File: src/rtl/div_pkg.sv
`default_nettype none
// ============================================================================
// Package     : div_pkg
// Description : Shared types and helpers for the sequential divider.
// Revision    : 1.0
// ============================================================================
package div_pkg;

    typedef enum logic [1:0] {
        IDLE = 2'd0,
        PREP = 2'd1,
        CALC = 2'd2,
        FIX  = 2'd3
    } div_state_e;

    function automatic int cnt_width(input int width);
        return (width < 2) ? 1 : $clog2(width);
    endfunction

endpackage
`default_nettype wire

File: src/rtl/div_step.sv
`default_nettype none
// ============================================================================
// Module      : div_step
// Description : One combinational restoring-division iteration.
// Revision    : 1.0
// ============================================================================
module div_step #(
    parameter int WIDTH = 16
) (
    input  logic [WIDTH-1:0] i_rem,
    input  logic [WIDTH-1:0] i_shreg,
    input  logic [WIDTH-1:0] i_divisor,
    output logic [WIDTH-1:0] o_rem,
    output logic [WIDTH-1:0] o_shreg
);

    logic [WIDTH:0] w_partial;
    logic           w_fits;

    // One extra bit holds the shifted-out MSB; the difference itself always fits WIDTH bits.
    assign w_partial = {i_rem, i_shreg[WIDTH-1]};
    assign w_fits    = (w_partial >= {1'b0, i_divisor});
    assign o_rem     = w_fits ? (w_partial[WIDTH-1:0] - i_divisor) : w_partial[WIDTH-1:0];
    assign o_shreg   = {i_shreg[WIDTH-2:0], w_fits};

endmodule
`default_nettype wire

File: src/rtl/div_seq.sv
`default_nettype none
// ============================================================================
// Module      : div_seq
// Description : Multi-cycle signed/unsigned restoring divider, start/done handshake.
// Revision    : 1.0
// ============================================================================
module div_seq
    import div_pkg::*;
#(
    parameter int WIDTH = 16
) (
    input  logic             clock,
    input  logic             reset,
    input  logic             start,
    input  logic             signed_mode,
    input  logic [WIDTH-1:0] i0,
    input  logic [WIDTH-1:0] i1,
    output logic [WIDTH-1:0] o0,
    output logic [WIDTH-1:0] o1,
    output logic             ready,
    output logic             done,
    output logic             dbz
);

    localparam int CW = cnt_width(WIDTH);

    div_state_e       state_q, state_d;
    logic [CW-1:0]    cnt_q, cnt_d;
    logic [WIDTH-1:0] shreg_q, shreg_d;
    logic [WIDTH-1:0] divisor_q, divisor_d;
    logic [WIDTH-1:0] rem_q, rem_d;
    logic             smode_q, smode_d;
    logic             qneg_q, qneg_d;
    logic             rneg_q, rneg_d;
    logic [WIDTH-1:0] o0_q, o0_d;
    logic [WIDTH-1:0] o1_q, o1_d;
    logic             dbz_q, dbz_d;
    logic             done_q, done_d;
    logic             ready_q, ready_d;

    logic [WIDTH-1:0] w_step_rem;
    logic [WIDTH-1:0] w_step_shreg;
    logic             w_neg0;
    logic             w_neg1;

    div_step #(.WIDTH(WIDTH)) u_step (
        .i_rem     (rem_q),
        .i_shreg   (shreg_q),
        .i_divisor (divisor_q),
        .o_rem     (w_step_rem),
        .o_shreg   (w_step_shreg)
    );

    assign w_neg0 = smode_q & shreg_q[WIDTH-1];
    assign w_neg1 = smode_q & divisor_q[WIDTH-1];

    always_comb begin
        state_d   = state_q;
        cnt_d     = cnt_q;
        shreg_d   = shreg_q;
        divisor_d = divisor_q;
        rem_d     = rem_q;
        smode_d   = smode_q;
        qneg_d    = qneg_q;
        rneg_d    = rneg_q;
        o0_d      = o0_q;
        o1_d      = o1_q;
        dbz_d     = dbz_q;
        done_d    = 1'b0;
        ready_d   = ready_q;

        case (state_q)
            IDLE: begin
                if (start) begin
                    // The raw dividend stays in shreg so a divide-by-zero can return it untouched.
                    shreg_d   = i0;
                    divisor_d = i1;
                    smode_d   = signed_mode;
                    ready_d   = 1'b0;
                    state_d   = (i1 == '0) ? FIX : PREP;
                end
            end
            PREP: begin
                shreg_d   = w_neg0 ? -shreg_q : shreg_q;
                divisor_d = w_neg1 ? -divisor_q : divisor_q;
                qneg_d    = w_neg0 ^ w_neg1;
                rneg_d    = w_neg0;
                rem_d     = '0;
                cnt_d     = CW'(WIDTH - 1);
                state_d   = CALC;
            end
            CALC: begin
                rem_d   = w_step_rem;
                shreg_d = w_step_shreg;
                cnt_d   = cnt_q - 1'b1;
                if (cnt_q == '0) begin
                    state_d = FIX;
                end
            end
            FIX: begin
                if (divisor_q == '0) begin
                    o0_d  = '1;
                    o1_d  = shreg_q;
                    dbz_d = 1'b1;
                end else begin
                    o0_d  = qneg_q ? -shreg_q : shreg_q;
                    o1_d  = rneg_q ? -rem_q : rem_q;
                    dbz_d = 1'b0;
                end
                done_d  = 1'b1;
                ready_d = 1'b1;
                state_d = IDLE;
            end
            default: begin
                state_d = IDLE;
                ready_d = 1'b1;
            end
        endcase
    end

    always_ff @(posedge clock or posedge reset) begin
        if (reset) begin
            state_q   <= IDLE;
            cnt_q     <= '0;
            shreg_q   <= '0;
            divisor_q <= '0;
            rem_q     <= '0;
            smode_q   <= 1'b0;
            qneg_q    <= 1'b0;
            rneg_q    <= 1'b0;
            o0_q      <= '0;
            o1_q      <= '0;
            dbz_q     <= 1'b0;
            done_q    <= 1'b0;
            ready_q   <= 1'b1;
        end else begin
            state_q   <= state_d;
            cnt_q     <= cnt_d;
            shreg_q   <= shreg_d;
            divisor_q <= divisor_d;
            rem_q     <= rem_d;
            smode_q   <= smode_d;
            qneg_q    <= qneg_d;
            rneg_q    <= rneg_d;
            o0_q      <= o0_d;
            o1_q      <= o1_d;
            dbz_q     <= dbz_d;
            done_q    <= done_d;
            ready_q   <= ready_d;
        end
    end

    assign o0    = o0_q;
    assign o1    = o1_q;
    assign dbz   = dbz_q;
    assign done  = done_q;
    assign ready = ready_q;

endmodule
`default_nettype wire
File: config.mk
export PLATFORM = sky130hd
export DESIGN_NAME = div_seq
export DESIGN_NICKNAME = d
export VERILOG_FILES = /design/src/rtl/div_pkg.sv /design/src/rtl/div_step.sv /design/src/rtl/div_seq.sv
export SDC_FILE = /design/constraint.sdc
export NUM_CORES = 1
export LEC_CHECK = 0
export ABC_AREA = 1
export BUFFER_PORTS_ARGS = -buffer_cell sky130_fd_sc_hd__buf_2
export CAP_MARGIN = 10
export CORE_ASPECT_RATIO = 1.5
export CORE_MARGIN = 1.5
export CORE_UTILIZATION = 30
export CTS_CLUSTER_DIAMETER = 80
export DETAILED_ROUTE_END_ITERATION = 6
export PLACE_DENSITY = 0.56
export SYNTH_ARGS = -nofsm -noshare
export SYNTH_HDL_FRONTEND = slang
export SYNTH_SLANG_ARGS = --single-unit
File: constraint.sdc
create_clock -name clock -period 3 [get_ports clock]
set_input_delay 0.6 -clock clock [delete_from_list [all_inputs] [get_ports clock]]
set_output_delay 0.6 -clock clock [all_outputs]
set_load 0.01 [all_outputs]
==> reports/results.ini, run 1 <==
[grt]
grt_pass1_wl_um = 34600
grt_pass1_vias = 6677
top_usage_layer = met2
met1_usage_pct = 20.2
grt_max_degree = 70
grt_overflow_total = 0
antenna_found_initial = 0
use_met3_pct = 2.53
use_met2_pct = 35.5
grt_usage_pct = 18.8

[status]
status = finished, final reports clean

[cells_and_area]
n_fill_cell = 2394
areaGrowthSynthToFinish_pct = 14.1
final_cell_mix = nand2_1 (293), inv_1 (129), nand3_1 (128)
diodes = 0
mostFrequentLayoutCell = nand2_1
register_area_um2 = 2300
design_area_um2 = 7630
layout.nets = 1116
multiInputGateArea_um2 = 3700
drive_gt1_share_pct = 12.7

[sta]
finalSetupViolations = 0
rsz0062_at_grt = no
clock-skew-final_ns = 0.0113
drv_slew = 0
min_period_over_period_pct = 84.4
worstMarginPinSlew_ns = 0.632
setup_ws_ns = 0.468
tns_ns = 0
hold_viol_final = 0
timing.hold.ws_ns = 0.210
finalCriticalPeriod_ns = 2.53
max-slew-margin-rel_pct = 57.9
fmax_ghz = 0.395

[logic_synthesis]
ys_warn_count = 0
yosys_register_bits = 92
synth_cells = 992
synthAdderAreaFrac_pct = 4.79
synth_area_leaders = dfrtp_1 (34%), nand2_1 (16%), nand3_1 (9.6%)
synthesis.area_um2 = 6690
yosys.area_share.simple_pct = 35.6
syn_avg_cell_area_um2 = 6.74
synth_cell_type_count = 40
synth_compound_area_share_pct = 12.4
synthFlopType = dfrtp_1
synth_xor_area_share_pct = 2.49
async_flop_share_pct = 100
synth_top_area_share_pct = 34.0
muxShareOfSynthArea_pct = 0
syn_nets = 1053
synth_top_family_by_area = simple AND/OR/NAND/NOR gates
yosysSeqAreaShare_pct = 34.4
yosysTopAreaCell = dfrtp_1
synth-edff-count = 0

[floorplan]
die_h_um = 186
die_x_um = 125
core_area_um2 = 21800
rows = 66
die_area_um2 = 23200
start_util_pct = 30.7
io_pins = 71

[clocking]
cts.clk_slew.worst_paths_ns = 0.07
root_buffer = clkbuf_16
worstSkewPairLatency_ns = 0.36
clock_path_buffers = 2
cts_resized = 0
cts_setup_buffers = 0
cts_sinks = 92
numCtsBuffers = 9
cts_tree = built
htree_levels = 3
postCtsHoldBufs = 0

[setup_path]
reg2reg_from = shreg_q[15]
path_cells = inv_1, ha_1, inv_1, fa_1, nand3_1, nand3_1, nand2_1, nand2_1, nand2_1, nand3_1, nand2_1, nand2_1, nand3_1, nand2_1
crit_path_frequent_cell = nand2_1
max_stage_delay_ns = 0.47
end_kind = flip-flop
worstSetupPathType = flip-flop to flip-flop
start_kind = flip-flop
worstPathArrival_ns = 2.78
worst_path_max_delay_cell = dfrtp_1
required_ns = 3.25
reg2reg_slack_ns = 0.47
crit_fanout = 5
rr_worst_depth = 14
r2r-end = rem_q[14]

[placed_design]
post_dp_cell_area_um2 = 7360
dp_hpwl_um = 16500
pre_cts_slack_ns = 0.491
io_buffers = 70
place.gp.congestion = 0.934

[power_and_ir_drop]
power_uw = 8370
ir_drop_mv = 0.348
leakage_uw = 0.00397
power.density_nw_per_um2 = 1100

[routing]
vias = 6774
vias_per_cell = 5.09
drt-initial-drc-count = 515
drc = 0
wl_per_cell_um = 16.1
first_pass_iters = 5
drt-total-wl_um = 21400
ant_nets = 0

[hold_path]
worstHoldPathType = primary input to asynchronous set/reset pin

[flow_run]
maxCapViolCount = 0

==> through the flow <==
| step | instances | utilization [%] |
|---|---|---|
| after global placement | 1316 | 33.7 |
| after detailed placement | 1316 | 33.7 |
| after CTS | 1332 | 35.0 |
| after global routing | 1332 | 35.0 |
| after floorplan | 992 | - |
| final | 1332 | 35.0 |
==> how the worst max path moves through the flow <==
stage           startpoint         to  depth (start not counted)
2_1_floorplan        reset   cnt_q[0]                          1
3_3_place_gp   shreg_q[15]  rem_q[14]                         14
3_5_place_dp   shreg_q[15]  rem_q[14]                         14
4_1_cts        shreg_q[15]  rem_q[14]                         14
5_1_grt        shreg_q[15]  rem_q[14]                         15
6_report       shreg_q[15]  rem_q[14]                         14
==> worst max-delay path, delay by kind of cell, from the launching register on <==
kind / cells / cell delay [ns]
AND/OR/NAND/NOR: 10 / 0.96
adder cells (fa/ha/maj): 2 / 0.62
flip-flops: 1 / 0.47
buffers and inverters: 2 / 0.38
==> Yosys cell counts (12+ instances only) <==
master,number
nand4_1,20
a221oi_1,15
clkbuf_1,23
o21ai_0,60
xor2_1,12
ha_1,24
nand2_1,293
inv_1,130
nand3_1,128
a21oi_1,37
dfrtp_1,91
a22oi_1,15
nor2_1,60
==> registers in the layout (all words and copies together), names as in the netlist, 2 cells and up <==
| signal | cells |
|---|---|
| cnt_q | 4 |
| divisor_q | 16 |
| o0 | 16 |
| o1 | 16 |
| rem_q | 16 |
| shreg_q | 16 |
| state_q | 2 |
==> power by group <==
group | internal [uW] | switching, uW
clock | 568 | 554
sequential | 1750 | 441
combinational | 1690 | 3360
total | 4010 | 4360
==> layer usage <==
| layer | share of wire (%) | vias to the layer above |
|---|---|---|
| met5 | 0 | - |
| met4 | 4.7 | 0 |
| met3 | 3.2 | 57 |
| met2 | 53 | 175 |
| met1 | 40 | 3175 |
| li1 | - | 3367 |
==> layout make-up <==
type	count	share of cell area, %
multi-input combinational	726	48.5
sequential	92	30.2
inverter	140	6.92
timing repair buffer	86	6.33
tap	272	4.46
clock buffer	9	2.95
clock inverter	7	0.672
==> logic make-up after synthesis <==
family | count (synthesis)
AND/OR/NAND/NOR | 540
buffers and inverters | 174
AO/OA/AOI/OAI | 142
flip-flops | 92
adder cells (fa/ha/maj) | 25
XOR/XNOR | 19
Note: power is estimated with default switching activity, not from simulation.
==> run 2: changes to the inputs <==
Settings changed: ABC_AREA 1 to 0.
Clock period 3 ns to 2.3 ns, I/O delays scaled along.
==> run 2 against run 1 <==
Against the previous run:
- flip-flop and latch count did not move
- die area decreased by 5.6%
- synthesized area decreased by 5.7%
- the run now ends with setup timing left
- via count decreased by 7.8%
- maximum frequency up 5.8%
- sequential share of layout area decreased by 2.6 points
- register-to-register slack got worse by 0.56 ns
- global-route usage shrank 0.26 points
- hold slack gained 0.055 ns
- largest power group unchanged
- cell count fell by 12%
==> reports/results.ini, run 2 <==
[status]
status = finished, violations left
violations = setup timing

[grt]
grt_usage_pct = 18.6  ; -0.26 points
grt_pass1_wl_um = 32300  ; -6.7%
grt_max_degree = 93  ; +33%
antenna_found_initial = 0  ; unchanged
grt_pass1_vias = 6138  ; -8.1%
grt_overflow_total = 0  ; unchanged

[setup_path]
worstSetupPathType = flip-flop to flip-flop
worst_path_max_delay_cell = or4_1
worstPathArrival_ns = 2.63  ; -0.15 ns
end_kind = flip-flop
critical_path_buf_inv_count = 0  ; -2
crit_fanout = 5  ; unchanged
required_ns = 2.53  ; -0.72 ns
cp_top_family = simple AND/OR/NAND/NOR gates
start_kind = flip-flop
max_stage_delay_ns = 0.54  ; +0.07 ns
path_cells = or4_1, or4_4, o41ai_4, xor2_1, o21ai_1, mux2_4

[routing]
drc = 0  ; unchanged
drt-total-wl_um = 20400  ; -4.7%
vias_per_cell = 5.36  ; +5.3%
wl_per_cell_um = 17.5  ; +8.9%
ant_nets = 0  ; unchanged
drt-initial-drc-count = 437  ; -15%
vias = 6247  ; -7.8%
first_pass_iters = 7  ; +2

[power_and_ir_drop]
power.density_nw_per_um2 = 1200  ; +9.7%
comb_power_share_pct = 59.0  ; -1.4 points
power.switching_uw = 4610  ; +5.7%
p_clk_share_pct = 15.0  ; +1.6 points
switching_share_pct = 45.8  ; -6.3 points
p_int_uw = 5460  ; +36%
leakage_uw = 0.00379  ; -4.4%
ir_drop_mv = 0.516  ; +48%
pwr-share-seq_pct = 25.9  ; -0.3 points
power_uw = 10100  ; +20%

[logic_synthesis]
synthTopCellsByCount = dfrtp_1 (91), nand2_1 (68), nor2_1 (59), clkbuf_1 (41), a21oi_1 (40)
synth_xor_area_share_pct = 5.41  ; +2.9 points
ys_warn_count = 0  ; unchanged
muxShareOfSynthArea_pct = 2.68  ; +2.7 points
synthFlopType = dfrtp_1
synth_area_leaders = dfrtp_1 (36%), ha_1 (4.8%), nand2_1 (4.0%)
yosysTopAreaCell = dfrtp_1
syn_nets = 817  ; -22%
yosys.area_share.simple_pct = 20.5  ; -15 points
synth_compound_area_share_pct = 23.7  ; +11 points
synth-edff-count = 0  ; unchanged
synthAdderAreaFrac_pct = 5.08  ; +0.29 points
synth_top_family_by_area = compound AO/OA/AOI/OAI gates
synth_cells = 756  ; -24%
synth.most_common_cell = dfrtp_1
synth_cell_type_count = 62  ; +55%
syn_avg_cell_area_um2 = 8.34  ; +24%
yosys_register_bits = 92  ; unchanged
yosysSeqAreaShare_pct = 36.5  ; +2.1 points
synthesis.area_um2 = 6310  ; -5.7%
async_flop_share_pct = 100  ; unchanged
synth_top_area_share_pct = 36.1  ; +2.1 points

[sta]
min_period_over_period_pct = 104  ; +20 points
drv_slew = 0  ; unchanged
clock-skew-final_ns = 0.0109  ; -0.000395 ns
hold_viol_final = 0  ; unchanged
worstMarginPinSlew_ns = 0.615  ; -0.0162 ns
finalSetupViolations = 13  ; +13
tns_ns = -0.598  ; -0.598 ns
setup_ws_ns = -0.0927  ; -0.561 ns
fmax_ghz = 0.418  ; +5.8%
finalCriticalPeriod_ns = 2.39  ; -0.139 ns
rsz0062_at_grt = yes
max-slew-margin-rel_pct = 59.0  ; +1.1 points

[floorplan]
core_area_um2 = 20500  ; -6.0%
start_util_pct = 30.8  ; +0.086 points
die_x_um = 121  ; -2.8%
die_area_um2 = 21900  ; -5.6%
io_pins = 71  ; unchanged
die_h_um = 181  ; -2.8%
rows = 64  ; -3.0%

[placed_design]
io_buffers = 70  ; unchanged
dp_hpwl_um = 15000  ; -8.8%
place.gp.congestion = 0.860  ; -8.0%

[cells_and_area]
drive_gt1_share_pct = 29.5  ; +17 points
layout.nets = 958  ; -14%
mostFrequentLayoutCell = buf_4
areaGrowthSynthToFinish_pct = 32.7
n_fill_cell = 2105  ; -12%
final_cell_mix = buf_4 (99), dfrtp_1 (90), buf_2 (70)
diodes = 0  ; unchanged

[clocking]
cts.clk_slew.worst_paths_ns = 0.07  ; about the same
clock_path_buffers = 2  ; unchanged
numCtsBuffers = 9  ; unchanged
postCtsHoldBufs = 0  ; unchanged
worstSkewPairLatency_ns = 0.35  ; about the same
cts_sinks = 92  ; unchanged
htree_levels = 3  ; unchanged
cts_tree = built
root_buffer = clkbuf_16

[flow_run]
maxCapViolCount = 0  ; unchanged

[hold_path]
worstHoldPathType = primary input to asynchronous set/reset pin

## run 2: cell count changes after synthesis, sizes merged, moves of 12 or more
cell,before,now
inv,136,41
a31oi,1,21
o31ai,0,13
xor2,12,29
nor3,9,25
o21ai,62,75
a22oi,15,3
nand3,133,21
mux2,0,12
and3,0,16
clkbuf,23,42
nand2,297,68
## run 2: cells by family (layout without fill, tap and decap cells)
family                     after synthesis  count (layout)
AOI/OAI and AO/OA                      232             232
and+or+nand+nor                        261             261
buffers and inverters                   92             238
muxes                                   15              15
DFF                                     92              92
adders and majority gates               25              25
xor gates and xnor gates                39              39
## run 2: through the flow
| step | setup WS (ns) | area (um2) | util [%] | instances | hold slack (ns) |
|---|---|---|---|---|---|
| global placement | -0.0768 | 7610 | 37.1 | 1139 | 0.453 |
| finish | -0.0927 | 8370 | 40.8 | 1166 | 0.265 |
| detailed placement | -0.103 | 7610 | 37.1 | 1139 | 0.462 |
| CTS | -0.103 | 8020 | 39.1 | 1157 | 0.290 |
| global route | -0.187 | 8370 | 40.8 | 1166 | 0.313 |
| floorplan | -0.0247 | 6340 | - | 756 | 0.463 |
## run 2: worst paths after layout
path | startpoint | end | slack (ns) | cells past startpoint
max in group asynchronous | reset | rem_q[0] | 1.62 | 3
min in group clock | signed_mode | smode_q | 0.34 | 2
worst min-delay path | reset | o0[3] | 0.27 | 3
worst max-delay path | rem_q[0] | o1[13] | -0.09 | 6
worst min register to register | ready | ready | 0.47 | 2
worst max register to register | rem_q[0] | o1[13] | -0.09 | 6
## run 2: tightest hold or removal path, cell delays in order
cell	delay [ns]
buf_2	0.11
clkinvlp_4	0.07
buf_12	0.41
## run 2: area by class of cell
| class | count | area (um2) | area share, % |
|---|---|---|---|
| Multi-Input combinational cell | 572 | 4010 | 47.9 |
| Sequential cell | 92 | 2300 | 27.5 |
| Tap cell | 264 | 330 | 3.95 |
| Timing Repair Buffer | 181 | 1270 | 15.2 |
| Clock buffer | 11 | 233 | 2.78 |
| Clock inverter | 5 | 61.3 | 0.733 |
| Inverter | 41 | 158 | 1.88 |
## run 2: layer usage
metal  GRT usage (%)  wire, um  up-vias
li1                -         -     3064
met1            20.8      7950     3001
met2            35.1     11100      150
met3            2.31       687       32
met4            6.82       650        0
met5               0         0        -
## run 2: what timing repair did
item	CTS	global route
endpoints found under the setup margin	30	40
setup buffers	2	7
gates resized for setup	16	53
pin swaps	4	22
gates cloned	0	2
## run 2: power groups by stage
stage	Combinational [uW]	Sequential (uW)	Clock (uW)
floorplan	3440	2640	0
global placement	5460	2630	0
detailed placement	5510	2640	0
CTS	5620	2610	1550
global route	6560	2690	1610
finish	5940	2610	1510
==> run 3: changes to the inputs <==
Settings changed: SYNTH_HIERARCHICAL from default to 1.
==> run 3 against run 2 <==
Against the previous run:
- the run still ends with setup timing left
- global-route usage fell by 0.17 points
- via count rose by 0.48%
- critical endpoint is now rem_q[7]
- core utilization rose by 0.28 points
- clock skew fell by 0.0023 ns
- critical path type unchanged
==> reports/results.ini, run 3 <==
[logic_synthesis]
synth_top_area_share_pct = 35.1  ; -0.99 points
synthFlopType = dfrtp_1
syn_avg_cell_area_um2 = 8.72  ; +4.5%
synth.most_common_cell = dfrtp_1
synth_cell_type_count = 76  ; +23%
yosysSeqAreaShare_pct = 35.5  ; -1.0 points
yosys_register_bits = 92  ; unchanged
synthTopCellsByCount = dfrtp_1 (91), nor2_1 (58), nand2_1 (52), inv_1 (49), o21ai_0 (46)
synthesis.area_um2 = 6490  ; +2.8%
syn_nets = 806  ; -1.3%
synth_cells = 744  ; -1.6%
synth-edff-count = 0  ; unchanged
synth_area_leaders = dfrtp_1 (35%), ha_1 (4.8%), o21ai_0 (3.5%)
async_flop_share_pct = 100  ; unchanged
yosysTopAreaCell = dfrtp_1
ys_warn_count = 6  ; +6

[sta]
rsz0062_at_grt = yes
finalSetupViolations = 19  ; +6
worstMarginPinSlew_ns = 0.475  ; -0.140 ns
finalCriticalPeriod_ns = 2.44  ; +0.0452 ns
max-slew-margin-rel_pct = 68.3  ; +9.3 points
hold_viol_final = 0  ; unchanged
clock-skew-final_ns = 0.00852  ; -0.00234 ns
min_period_over_period_pct = 106  ; +2.0 points
drv_slew = 0  ; unchanged
setup_ws_ns = -0.138  ; -0.0452 ns
fmax_ghz = 0.410  ; -1.9%

[cells_and_area]
areaGrowthSynthToFinish_pct = 34.0
diodes = 0  ; unchanged
mostFrequentLayoutCell = buf_4
finalNonFillerCells = 1175  ; +0.77%
design_area_um2 = 8690  ; +3.9%
drive_gt1_share_pct = 35.6  ; +6.1 points
layout.nets = 964  ; +0.63%
final_cell_mix = buf_4 (131), dfrtp_1 (91), buf_2 (70)
final_util_pct = 41.1  ; +0.28 points
n_fill_cell = 2108  ; +0.14%

[placed_design]
post-place-cells = 1147  ; +0.70%
io_buffers = 70  ; unchanged
dp_hpwl_um = 15500  ; +3.2%
place.gp.congestion = 0.890  ; +3.5%
post_dp_cell_area_um2 = 7900  ; +3.9%

[power_and_ir_drop]
power.density_nw_per_um2 = 1260  ; +4.4%
comb_power_share_pct = 61.0  ; +2.0 points
p_clk_share_pct = 14.3  ; -0.7 points
pwr-share-seq_pct = 24.8  ; -1.1 points
switching_share_pct = 44.2  ; -1.6 points
leakage_uw = 0.00395  ; +4.1%
power.switching_uw = 4820  ; +4.7%
p_int_uw = 6090  ; +12%
power_uw = 10900  ; +8.5%
ir_drop_mv = 0.682  ; +32%

[setup_path]
start_kind = flip-flop
worstPathArrival_ns = 2.67  ; +0.04 ns
worstSetupPathType = flip-flop to flip-flop
crit_fanout = 7  ; +2
end_kind = flip-flop
required_ns = 2.54  ; about the same

[clocking]
clock_path_buffers = 2  ; unchanged
cts_sinks = 92  ; unchanged
numCtsBuffers = 9  ; unchanged
cts.clk_slew.worst_paths_ns = 0.07  ; about the same
cts_tree = built
postCtsHoldBufs = 0  ; unchanged
root_buffer = clkbuf_16
htree_levels = 3  ; unchanged
worstSkewPairLatency_ns = 0.35  ; about the same

[floorplan]
io_pins = 71  ; unchanged
die_area_um2 = 22500  ; +2.8%
die_h_um = 183  ; +1.4%
die_x_um = 123  ; +1.4%
start_util_pct = 30.7  ; -0.099 points
rows = 65  ; +1.6%
core_area_um2 = 21100  ; +3.1%

[routing]
vias = 6277  ; +0.48%
first_pass_iters = 5  ; -2
wl_per_cell_um = 17.6  ; +0.43%
drt-total-wl_um = 20700  ; +1.2%
drt-initial-drc-count = 414  ; -5.3%
vias_per_cell = 5.34  ; -0.29%
drc = 0  ; unchanged
ant_nets = 0  ; unchanged

[grt]
grt_pass1_wl_um = 32200  ; -0.26%
grt_max_degree = 60  ; -35%
antenna_found_initial = 0  ; unchanged
grt_usage_pct = 18.4  ; -0.17 points
grt_overflow_total = 0  ; unchanged
grt_pass1_vias = 5970  ; -2.7%

[status]
violations = setup timing
status = finished, violations left

[flow_run]
maxCapViolCount = 0  ; unchanged

[hold_path]
worstHoldPathType = primary input to asynchronous set/reset pin

-- run 3: cell types whose count changed in the layout (fill, tap and decap cells not counted), moves of 7 or more --
cell,delta
o211ai_1,-12
buf_4,+32
o21ai_1,-32
nor2b_1,-7
xnor2_1,+12
a22o_1,+20
xor2_1,-15
nor3_1,-7
nand4_1,-7
inv_1,+9
nand2_1,-16
mux2_4,+7
and3_1,-8
-- run 3: routing by layer --
metal | up-vias | GRT usage (%) | part of all wire, %
met1 | 3063 | 22.2 | 42
met2 | 138 | 32.7 | 52
met3 | 37 | 2.24 | 2.9
met4 | 0 | 7.49 | 3.3
li1 | 3039 | - | -
met5 | - | 0 | 0
-- run 3: critical path, stage by stage (launching register included) --
cell and delay (ns):
dfrtp_1 0.40, inv_2 0.07, ha_4 0.19, a21o_1 0.15, a211o_1 0.28, a41o_1 0.26, a31oi_4 0.19, o21a_4 0.23
inv_8 0.07, mux2_4 0.29, a22o_1 0.18
-- run 3: what timing repair did --
item / in CTS / in global routing
setup buffers: 4 / 6
pin swaps: 13 / 14
endpoints found under the setup margin: 39 / 35
gates resized for setup: 42 / 43
hold endpoints to repair: 0 / 0
gates cloned: 2 / 0
-- run 3: final timing paths --
check	start	end	slack, ns	cells past startpoint
worst max-delay path	divisor_q[14]	rem_q[7]	-0.14	10
worst min-delay path	reset	o0[12]	0.12	2
worst max register to register	divisor_q[14]	rem_q[7]	-0.14	10
worst min register to register	ready	ready	0.47	2
max in group asynchronous	reset	divisor_q[9]	1.46	3
min in group clock	i1[0]	divisor_q[0]	0.35	3
-- run 3: logic make-up (layout without fill, tap and decap cells) --
kind of cell               after synthesis  after routing  synth area share, %
buffers and inverters                  118            280                 8.51
and+or+nand+nor                        218            219                 17.1
muxes                                   24             24                 4.48
adders and majority gates               26             26                 5.13
xor gates and xnor gates                36             36                 4.86
AOI/OAI and AO/OA                      230            230                 24.4
DFF                                     92             92                 35.5
-- run 3: final cells by class --
cell class / instances / area, um2 / area share, %
clock buffer: 10 / 239 / 2.75
clock inverter: 6 / 62.6 / 0.720
inverter: 50 / 201 / 2.32
multi-input combinational: 535 / 4040 / 46.5
sequential: 92 / 2300 / 26.5
tap: 268 / 335 / 3.86
timing repair buffer: 213 / 1500 / 17.3
timing repair inverter: 1 / 8.76 / 0.101
-- run 3: stage by stage --
step | TNS (ns) | worst slack (ns) | hold WS (ns)
after floorplan | -3.00 | -0.270 | 0.463
after global placement | -3.03 | -0.237 | 0.459
after detailed placement | -3.95 | -0.230 | 0.463
after CTS | -2.13 | -0.148 | 0.134
after global routing | -3.35 | -0.222 | 0.152
final | -1.85 | -0.138 | 0.121
-- run 3: power groups by stage --
| stage | registers [uW] | logic [uW] | clock network, uW |
|---|---|---|---|
| global placement | 2690 | 6070 | 0 |
| CTS | 2680 | 6340 | 1580 |
| global route | 2770 | 7320 | 1660 |
| detailed placement | 2700 | 6130 | 0 |
| finish | 2700 | 6660 | 1560 |
| floorplan | 2750 | 3800 | 0 |
